**src/rtl/fifo9_pkg.sv**
```systemverilog
// Shared types for the 9-bit FIFO merge arbiter.
// Word layout is {rxc, data[7:0]}; rxc=0 marks an inter-frame gap.
package fifo9_pkg;

    localparam int WORD_W = 9;

    typedef struct packed {
        logic              rxc;
        logic [WORD_W-2:0] data;
    } word_t;

    localparam word_t GAP_WORD = '0;

    typedef enum logic [1:0] {
        IDLE = 2'd0,
        XFER = 2'd1,
        TERM = 2'd2
    } state_t;

endpackage

```
**src/rtl/fifo9_rr_arbiter_if.sv**
```systemverilog
// Bundle of four input FIFO read ports and one output FIFO write port.
// The master side is the arbiter; the slave side is the FIFO fabric.
interface fifo9_rr_arbiter_if;
    import fifo9_pkg::*;

    word_t [3:0] in_dout;
    logic  [3:0] in_empty;
    logic  [3:0] in_rd_en;
    word_t       out_din;
    logic        out_full;
    logic        out_wr_en;

    modport master (
        input  in_dout,
        input  in_empty,
        input  out_full,
        output in_rd_en,
        output out_din,
        output out_wr_en
    );

    modport slave (
        output in_dout,
        output in_empty,
        output out_full,
        input  in_rd_en,
        input  out_din,
        input  out_wr_en
    );

endinterface

```
**src/rtl/fifo9_rr_arbiter_rr_sel4.sv**
```systemverilog
// Four-way round-robin picker: first requester after 'last', wrapping.
// Purely combinational.
module rr_sel4 (
    input  logic [3:0] req,
    input  logic [1:0] last,
    output logic       found,
    output logic [1:0] idx
);

    logic [1:0] cand;

    always_comb begin
        found = 1'b0;
        idx   = last;
        cand  = last;
        for (int k = 1; k <= 4; k++) begin
            cand = last + 2'(k);
            if (!found && req[cand]) begin
                found = 1'b1;
                idx   = cand;
            end
        end
    end

endmodule

```
**src/rtl/fifo9_rr_arbiter.sv**
```systemverilog
// Merges four 9-bit frame FIFOs into one stream, frame by frame,
// with round-robin port choice and a mid-frame starvation timeout.
module fifo9_rr_arbiter
    import fifo9_pkg::*;
#(
    parameter logic [15:0] Timeout = 16'd1024
) (
    input  logic                       sys_clk,
    input  logic                       sys_rst_n,
    fifo9_rr_arbiter_if.master         bus,
    output logic [1:0]                 grant,
    output logic                       busy,
    output logic [15:0]                timeout_cnt
);

    state_t      state_q, state_n;
    logic [1:0]  grant_q, grant_n;
    logic [1:0]  last_q, last_n;
    logic        started_q, started_n;
    logic        rd_q;
    logic [15:0] starv_q, starv_n;
    logic [15:0] tcnt_q, tcnt_n;

    logic [3:0]  rd_en;
    logic        wr_en;
    word_t       din;
    logic        term;

    logic        sel_found;
    logic [1:0]  sel_idx;
    word_t       cur_w;
    logic        cur_empty;

    assign cur_w     = bus.in_dout[grant_q];
    assign cur_empty = bus.in_empty[grant_q];

    rr_sel4 u_sel (
        .req   (~bus.in_empty),
        .last  (last_q),
        .found (sel_found),
        .idx   (sel_idx)
    );

    always_ff @(posedge sys_clk or negedge sys_rst_n) begin
        if (!sys_rst_n) begin
            state_q   <= IDLE;
            grant_q   <= 2'd0;
            last_q    <= 2'd3;
            started_q <= 1'b0;
            rd_q      <= 1'b0;
            starv_q   <= 16'd0;
            tcnt_q    <= 16'd0;
        end else begin
            state_q   <= state_n;
            grant_q   <= grant_n;
            last_q    <= last_n;
            started_q <= started_n;
            rd_q      <= |rd_en;
            starv_q   <= starv_n;
            tcnt_q    <= tcnt_n;
        end
    end

    always_comb begin
        state_n   = state_q;
        grant_n   = grant_q;
        last_n    = last_q;
        started_n = started_q;
        starv_n   = starv_q;
        tcnt_n    = tcnt_q;
        rd_en     = 4'b0000;
        wr_en     = 1'b0;
        din       = GAP_WORD;
        term      = 1'b0;

        unique case (state_q)
            IDLE: begin
                if (sel_found) begin
                    state_n   = XFER;
                    grant_n   = sel_idx;
                    started_n = 1'b0;
                    starv_n   = 16'd0;
                end
            end

            XFER: begin
                // Gap words ahead of the first frame byte are dropped.
                term = rd_q && !cur_w.rxc && started_q;
                if (rd_q && (cur_w.rxc || started_q)) begin
                    wr_en = 1'b1;
                    din   = cur_w;
                end
                if (rd_q && cur_w.rxc) begin
                    started_n = 1'b1;
                end
                if (term) begin
                    state_n = IDLE;
                    last_n  = grant_q;
                end else if (!cur_empty && !bus.out_full) begin
                    rd_en[grant_q] = 1'b1;
                    starv_n        = 16'd0;
                end else if (started_q && cur_empty) begin
                    starv_n = starv_q + 16'd1;
                    if (starv_n == Timeout) begin
                        state_n = TERM;
                    end
                end
            end

            TERM: begin
                if (!bus.out_full) begin
                    wr_en   = 1'b1;
                    din     = GAP_WORD;
                    state_n = IDLE;
                    last_n  = grant_q;
                    if (tcnt_q != 16'hFFFF) begin
                        tcnt_n = tcnt_q + 16'd1;
                    end
                end
            end

            default: begin
                state_n = IDLE;
            end
        endcase
    end

    assign bus.in_rd_en  = rd_en;
    assign bus.out_wr_en = wr_en;
    assign bus.out_din   = din;
    assign grant         = grant_q;
    assign busy          = (state_q != IDLE);
    assign timeout_cnt   = tcnt_q;

endmodule

```
**src/flat_wrapper.sv**
```systemverilog
// flat-port wrapper written by rule: the top's interface ports become plain ports
module fifo9_rr_arbiter_flat import fifo9_pkg::*;
#(
    parameter logic [15:0] Timeout = 16'd1024
)
  (sys_clk, sys_rst_n, grant, busy, timeout_cnt, bus_in_dout, bus_in_empty, bus_out_full, bus_in_rd_en, bus_out_din, bus_out_wr_en);
  fifo9_rr_arbiter_if bus_i ();
  input  logic sys_clk;
  input  logic sys_rst_n;
  output logic [1:0] grant;
  output logic busy;
  output logic [15:0] timeout_cnt;
  input wire logic [$bits(bus_i.in_dout)-1:0] bus_in_dout;
  input wire logic [$bits(bus_i.in_empty)-1:0] bus_in_empty;
  input wire logic [$bits(bus_i.out_full)-1:0] bus_out_full;
  output wire logic [$bits(bus_i.in_rd_en)-1:0] bus_in_rd_en;
  output wire logic [$bits(bus_i.out_din)-1:0] bus_out_din;
  output wire logic [$bits(bus_i.out_wr_en)-1:0] bus_out_wr_en;
  assign bus_i.in_dout = bus_in_dout;
  assign bus_i.in_empty = bus_in_empty;
  assign bus_i.out_full = bus_out_full;
  assign bus_in_rd_en = bus_i.in_rd_en;
  assign bus_out_din = bus_i.out_din;
  assign bus_out_wr_en = bus_i.out_wr_en;
  fifo9_rr_arbiter #(.Timeout(Timeout)) u_core (.sys_clk(sys_clk), .sys_rst_n(sys_rst_n), .bus(bus_i), .grant(grant), .busy(busy), .timeout_cnt(timeout_cnt));
endmodule
```
**config.mk**
```make
export PLATFORM = sky130hd
export DESIGN_NAME = fifo9_rr_arbiter_flat
export DESIGN_NICKNAME = d
export VERILOG_FILES = /design/src/rtl/fifo9_pkg.sv /design/src/rtl/fifo9_rr_arbiter_if.sv /design/src/rtl/fifo9_rr_arbiter_rr_sel4.sv /design/src/rtl/fifo9_rr_arbiter.sv /design/src/flat_wrapper.sv
export SDC_FILE = /design/constraint.sdc
export NUM_CORES = 1
export LEC_CHECK = 0
export ABC_AREA = 1
export BUFFER_PORTS_ARGS = -buffer_cell sky130_fd_sc_hd__buf_2
export CAP_MARGIN = 10
export CORE_MARGIN = 4
export CORE_UTILIZATION = 45
export DETAILED_ROUTE_END_ITERATION = 6
export GPL_TIMING_DRIVEN = 0
export PLACE_DENSITY_LB_ADDON = 0.3
export SYNTH_ARGS = -nofsm -noshare
export SYNTH_HDL_FRONTEND = slang
export SYNTH_SLANG_ARGS = --single-unit
```
**constraint.sdc**
```tcl
create_clock -name sys_clk -period 2 [get_ports sys_clk]
set_input_delay 0.2 -clock sys_clk [delete_from_list [all_inputs] [get_ports sys_clk]]
set_output_delay 0.2 -clock sys_clk [all_outputs]
set_load 0.01 [all_outputs]
```
==> flow_summary.toml, run 1 <==
[outcome]
outcome = "complete, but fails checks"
violations = "negative setup slack"

[clock_network]
worstSkewPairLatency_ns = 0.30
cts_max_path_buffers = 2
holdBufCountCts = 0
cts_inserted_buffers = 5
cts_htree_levels = 2
cts.clk_slew.worst_paths_ns = 0.09
cts_tree = "yes"
root_buffer = "clkbuf_8"
cts.sinks = 40

[critical_path]
cpMostUsedCell = "buf_4"
crit_path_end_kind = "output port"
start_kind = "flop"
path_cells = "buf_6, nand2_4, inv_2, buf_4, buf_4, a221oi_1, nor2_1, buf_2"
reg2reg_to = "u_core.starv_q[9]"
arrival_ns = 1.84
max_stage_delay_ns = 0.40
startpoint = "u_core.grant[0]"
r2r_start = "u_core.grant[0]"
reg2reg_slack_ns = 0.05
slowest_stage = "dfrtp_1"
crit_type = "reg2out"
crit_fanout = 8
path_depth = 8
crit_required_ns = 1.80
worstSetupEndpoint = "bus_out_din[6]"
worstRegToRegCells = 14
critPathBufInv = 5
cp_top_family = "buffers and inverters"

[flow_run]
cap_violations = 0

[timing]
fin_worst_skew_ns = 0.0107
whs_ns = 0.0135
finalHoldViolCount = 0
worst_pin_slew_ns = 0.889
period_share_pct = 102
fmax_ghz = 0.491
drv_slew = 0
final.min_clock_period_ns = 2.04
relSlewSlack_pct = 40.7
setup_ws_ns = -0.0367
setup_violations = 12
rsz0062_at_grt = "yes"

[pwr]
comb_power_share_pct = 62.3
power.internal_mw = 2.39
ir_drop_mv = 0.905
p_seq_share_pct = 24.6
switchingPower_mw = 2.09
power_frac_clock_pct = 13.1
power.density_mw_per_mm2 = 1150
switching_share_pct = 46.7
p_leak_nw = 1.90

[detailed_routing]
ant_nets = 0
drc_errors = 0
wl_met3_um = 567
routed-wl-met2_um = 3900
vias = 3080
dr.max_layer_used = "met4"
vias_per_cell = 5.21
wl_met1_um = 3430
drt_first_pass_iters = 5
wire_per_inst_um = 13.5
drt_iter0_drc = 127
wl_um = 7970

[global_routing]
antenna_found_initial = 0
grt.overflow.total = 0
grt_pass1_wl_um = 12700
grt_pass1_vias = 2900
grt_max_degree = 41
grtUsageTotal_pct = 19.9

[hold_path]
hp-class = "in2async"

[floorplan]
initial_core_util_pct = 46.5
dieArea_sq_mm = 0.00797
ios = 76
core_sq_mm = 0.00639
fp.dieW_um = 89.3
row_count = 29
chipHeight_um = 89.3

[synthesis]
yosysTopAreaCellShare_pct = 32.0
syn_area_per_cell_sq_um = 7.18
ys_top_cells_by_area = "dfrtp_1 (32%), nand2_1 (16%), o21ai_2 (6.5%)"
syn_area_sq_mm = 0.00297
ys_seq_area_share_pct = 33.8
synthesis.nets = 463
yosys_warnings = 0
syn_inst = 414
synthDominantAreaCellType = "dfrtp_1"
ys_ff_latch = 40
yosys.cell_types.count = 35

[cells_and_area]
syn2layout_area_growth_pct = 31.4
final_util_pct = 61.1
drive_above_1_share_pct = 38.3
final_cell_mix = "nand2_1 (125), buf_2 (74), dfrtp_1 (35)"
final_common_cell = "nand2_1"
antenna_cells = 0
finalNetCount = 562

[placement]
dpl.hpwl_um = 5710
io_buffers = 75
globalplace.congestion = 0.859
detailedPlace.worstSlack_ns = -0.0510
-- cell usage after synthesis --
master,number
nand2_4,1
buf_6,2
a22oi_1,4
nor4_1,1
nor2_4,2
inv_1,36
xnor2_1,11
a21o_1,1
o21bai_1,1
or2_2,1
nand4_1,11
nand4_2,1
o211ai_2,1
o21ai_1,1
inv_2,3
a21oi_1,5
xor2_1,7
nand2_1,129
nor3_1,5
buf_4,1
nor2_1,39
clkbuf_1,3
nand3_1,36
ha_1,6
dfstp_2,2
a221oi_1,4
o21ai_0,10
nand3b_1,4
buf_2,2
dfrtp_1,38
a21boi_0,1
buf_12,2
a31oi_1,4
o21ai_2,22
nand2_2,17
-- layer usage --
metal  GRT usage (%)  up-vias
met5               0        -
met4            5.55        0
met3            4.06        7
met2            35.4       95
met1            24.5     1415
li1                -     1563
-- power by group through the flow --
stage	Combinational, mW	Clock [mW]	Sequential, mW
2_1_floorplan	1.69	0	1.10
3_3_place_gp	2.19	0	1.09
3_5_place_dp	2.25	0	1.10
4_1_cts	2.44	0.600	1.09
5_1_grt	3.05	0.640	1.12
6_report	2.79	0.589	1.10
-- sequential cells by signal, indices dropped and copies added, names as in the netlist --
signal	cells
u_core.last_q	2
u_core.rd_q	1
u_core.starv_q	16
u_core.started_q	1
u_core.grant	2
u_core.state_q	2
u_core.timeout_cnt	16
-- timing repair --
action,in CTS,in global routing
setup buffers,8,8
setup endpoints to repair,15,37
resized for setup,21,37
cloned,0,1
pin swaps,5,7
endpoints found under the hold margin,0,0
-- worst min-delay path by stage --
stage	from	to	slack, ns	depth (start not counted)
global placement	sys_rst_n	u_core.starv_q[3]	0.39	1
CTS	sys_rst_n	u_core.starv_q[1]	0.05	1
detailed placement	sys_rst_n	u_core.starv_q[2]	0.38	1
finish	sys_rst_n	u_core.starv_q[10]	0.01	1
floorplan	sys_rst_n	u_core.grant[0]	-0.1	0
global route	sys_rst_n	u_core.starv_q[1]	0.10	1
-- area by class of cell --
type	count	area, sq um
Clock inverter	2	15.0
Clock buffer	6	82.6
Multi-Input combinational cell	325	1890
Sequential cell	40	1010
Buffer	10	116
Timing Repair Buffer	92	543
Tap cell	77	96.3
Fill cell	574	2480
Inverter	39	156
-- logic make-up after synthesis --
kind of cell,share of synthesized area [%]
fa+ha+maj,2.53
buf+inv,8.00
compound gates,13.4
flops,33.8
simple gates,37.0
xor+xnor,5.31
-- stage by stage --
| stage | instance area [sq um] | instances | power [mW] | TNS, ns |
|---|---|---|---|---|
| floorplan | 2970 | 414 | 2.79 | 0 |
| global placement | 3440 | 566 | 3.28 | -0.0690 |
| detailed placement | 3440 | 566 | 3.34 | -0.0510 |
| CTS | 3690 | 582 | 4.13 | -0.242 |
| global route | 3910 | 591 | 4.81 | -1.85 |
| finish | 3910 | 591 | 4.48 | -0.278 |
Power figures use the tool's default switching activity.
==> run 2: changes to the inputs <==
- RECOVER_POWER: not set -> 25
==> run 2 against run 1 <==
  * Global-route usage unchanged
  * Final cell count did not move
  * Critical path depth is the same
  * Clock power barely moved
  * Largest power group unchanged
  * Clock skew about the same
  * Routed wire length stayed put
  * Register-to-register slack is essentially flat
  * The flow still finishes with violations (negative setup slack)
  * Critical endpoint unchanged
==> flow_summary.toml, run 2 (synthesized netlist as in run 1, its figures left out) <==
[critical_path]
crit_type = "reg2out"
crit_required_ns = 1.80
cpMostUsedCell = "buf_4"
arrival_ns = 1.84
start_kind = "flop"
path_cells = "buf_6, nand2_4, inv_2, buf_4, buf_4, a221oi_1, nor2_1, buf_2"
crit_fanout = 8
slowest_stage = "dfrtp_1"
max_stage_delay_ns = 0.40
crit_path_end_kind = "output port"

[global_routing]
grt.overflow.total = 0
grtUsageTotal_pct = 19.9
grt_max_degree = 41
grt_pass1_vias = 2900
antenna_found_initial = 0
grt_pass1_wl_um = 12700

[detailed_routing]
wl_um = 7970
ant_nets = 0
drt_iter0_drc = 142
vias_per_cell = 5.22
vias = 3085
drc_errors = 0
drt_first_pass_iters = 5
wire_per_inst_um = 13.5

[cells_and_area]
syn2layout_area_growth_pct = 31.4
antenna_cells = 0
final_common_cell = "nand2_1"
fillers = 574
drive_above_1_share_pct = 38.3
final_util_pct = 61.1
final_cell_area_sq_mm = 0.00391
finalNetCount = 562
final_cell_mix = "nand2_1 (125), buf_2 (73), dfrtp_1 (35)"
stdcell_count = 591

[clock_network]
root_buffer = "clkbuf_8"
cts.sinks = 40
cts_tree = "yes"
worstSkewPairLatency_ns = 0.30
cts_max_path_buffers = 2
holdBufCountCts = 0
cts.clk_slew.worst_paths_ns = 0.09
cts_inserted_buffers = 5
cts_htree_levels = 2

[timing]
fin_worst_skew_ns = 0.0106
fin_tns_setup_ns = -0.275
relSlewSlack_pct = 33.6
rsz0062_at_grt = "yes"
drv_slew = 0
period_share_pct = 102
setup_ws_ns = -0.0364
setup_violations = 12
finalHoldViolCount = 0
final.min_clock_period_ns = 2.04
fmax_ghz = 0.491
worst_pin_slew_ns = 0.996

[floorplan]
core_sq_mm = 0.00639
chipHeight_um = 89.3
row_count = 29
fp.dieW_um = 89.3
ios = 76
dieArea_sq_mm = 0.00797
initial_core_util_pct = 46.5

[pwr]
power.internal_mw = 2.39
comb_power_share_pct = 62.3
switching_share_pct = 46.7
power.density_mw_per_mm2 = 1150
switchingPower_mw = 2.09
p_leak_nw = 1.90
ir_drop_mv = 0.905
p_seq_share_pct = 24.6
power_frac_clock_pct = 13.1

[outcome]
violations = "negative setup slack"
outcome = "complete, but fails checks"

[placement]
globalplace.congestion = 0.859
dpl.hpwl_um = 5710
placedCellCount = 566
detailedPlace.worstSlack_ns = -0.0510
dpl_cell_area_sq_mm = 0.00344
io_buffers = 75

[hold_path]
hp-class = "in2async"

[flow_run]
cap_violations = 0
==> run 2: cell count changes in the layout (fill, tap and decap cells not counted) <==
cell,delta
clkbuf_2,+1
buf_2,-1
==> run 2: power by group through the flow <==
| stage | sequential, mW | combinational, mW | clock (mW) |
|---|---|---|---|
| CTS | 1.09 | 2.44 | 0.600 |
| global route | 1.12 | 3.05 | 0.640 |
| global placement | 1.09 | 2.19 | 0 |
| detailed placement | 1.10 | 2.25 | 0 |
| floorplan | 1.10 | 1.69 | 0 |
| finish | 1.10 | 2.79 | 0.589 |
==> run 2: critical path, delay by kind of cell (launching register included) <==
kind,cells,cell delay (ns)
compound gates,1,0.35
simple gates,2,0.16
flops,1,0.40
buf+inv,5,0.62
==> run 2: final cells by class <==
cell class / count / area [sq um] / share of cell area (%)
well taps: 77 / 96.3 / 2.47
repair buffers: 92 / 543 / 13.9
clock inverters: 2 / 15.0 / 0.384
clock buffers: 6 / 82.6 / 2.11
plain buffers: 10 / 116 / 2.98
multi-input cells: 325 / 1890 / 48.3
flip-flops and latches: 40 / 1010 / 25.8
inverters: 39 / 156 / 4.01
==> run 2: repair_timing <==
action,4_1_cts,5_1_grt
gates cloned,0,1
resized for setup,21,37
pin swaps,5,7
setup buffers,8,8
setup endpoints to repair,15,37
==> run 2: path summary, 6_finish.rpt <==
check	startpoint	to	slack, ns	cells past startpoint
min in group sys_clk	bus_out_full	u_core.state_q[1]	0.23	4
worst max-delay path	u_core.grant[0]	bus_out_din[6]	-0.04	8
worst min-delay path	sys_rst_n	u_core.starv_q[3]	0.05	1
worst min register to register	u_core.timeout_cnt[15]	u_core.timeout_cnt[15]	0.50	1
worst max register to register	u_core.grant[0]	u_core.starv_q[9]	0.05	14
max in group asynchronous	sys_rst_n	u_core.starv_q[0]	1.28	1
==> run 2: layer usage <==
metal  vias up  wire [um]  global-route usage [%]
met5         -          0                       0
li1       1563          -                       -
met1      1420       3430                    24.5
met3         7        567                    4.06
met4         0         70                    5.55
met2        95       3900                    35.4
==> run 2: stage by stage <==
stage / hold slack (ns) / total power [mW]
4_1_cts: 0.0537 / 4.13
3_5_place_dp: 0.381 / 3.34
3_3_place_gp: 0.390 / 3.28
6_report: 0.0486 / 4.48
2_1_floorplan: -0.0956 / 2.79
5_1_grt: 0.146 / 4.81
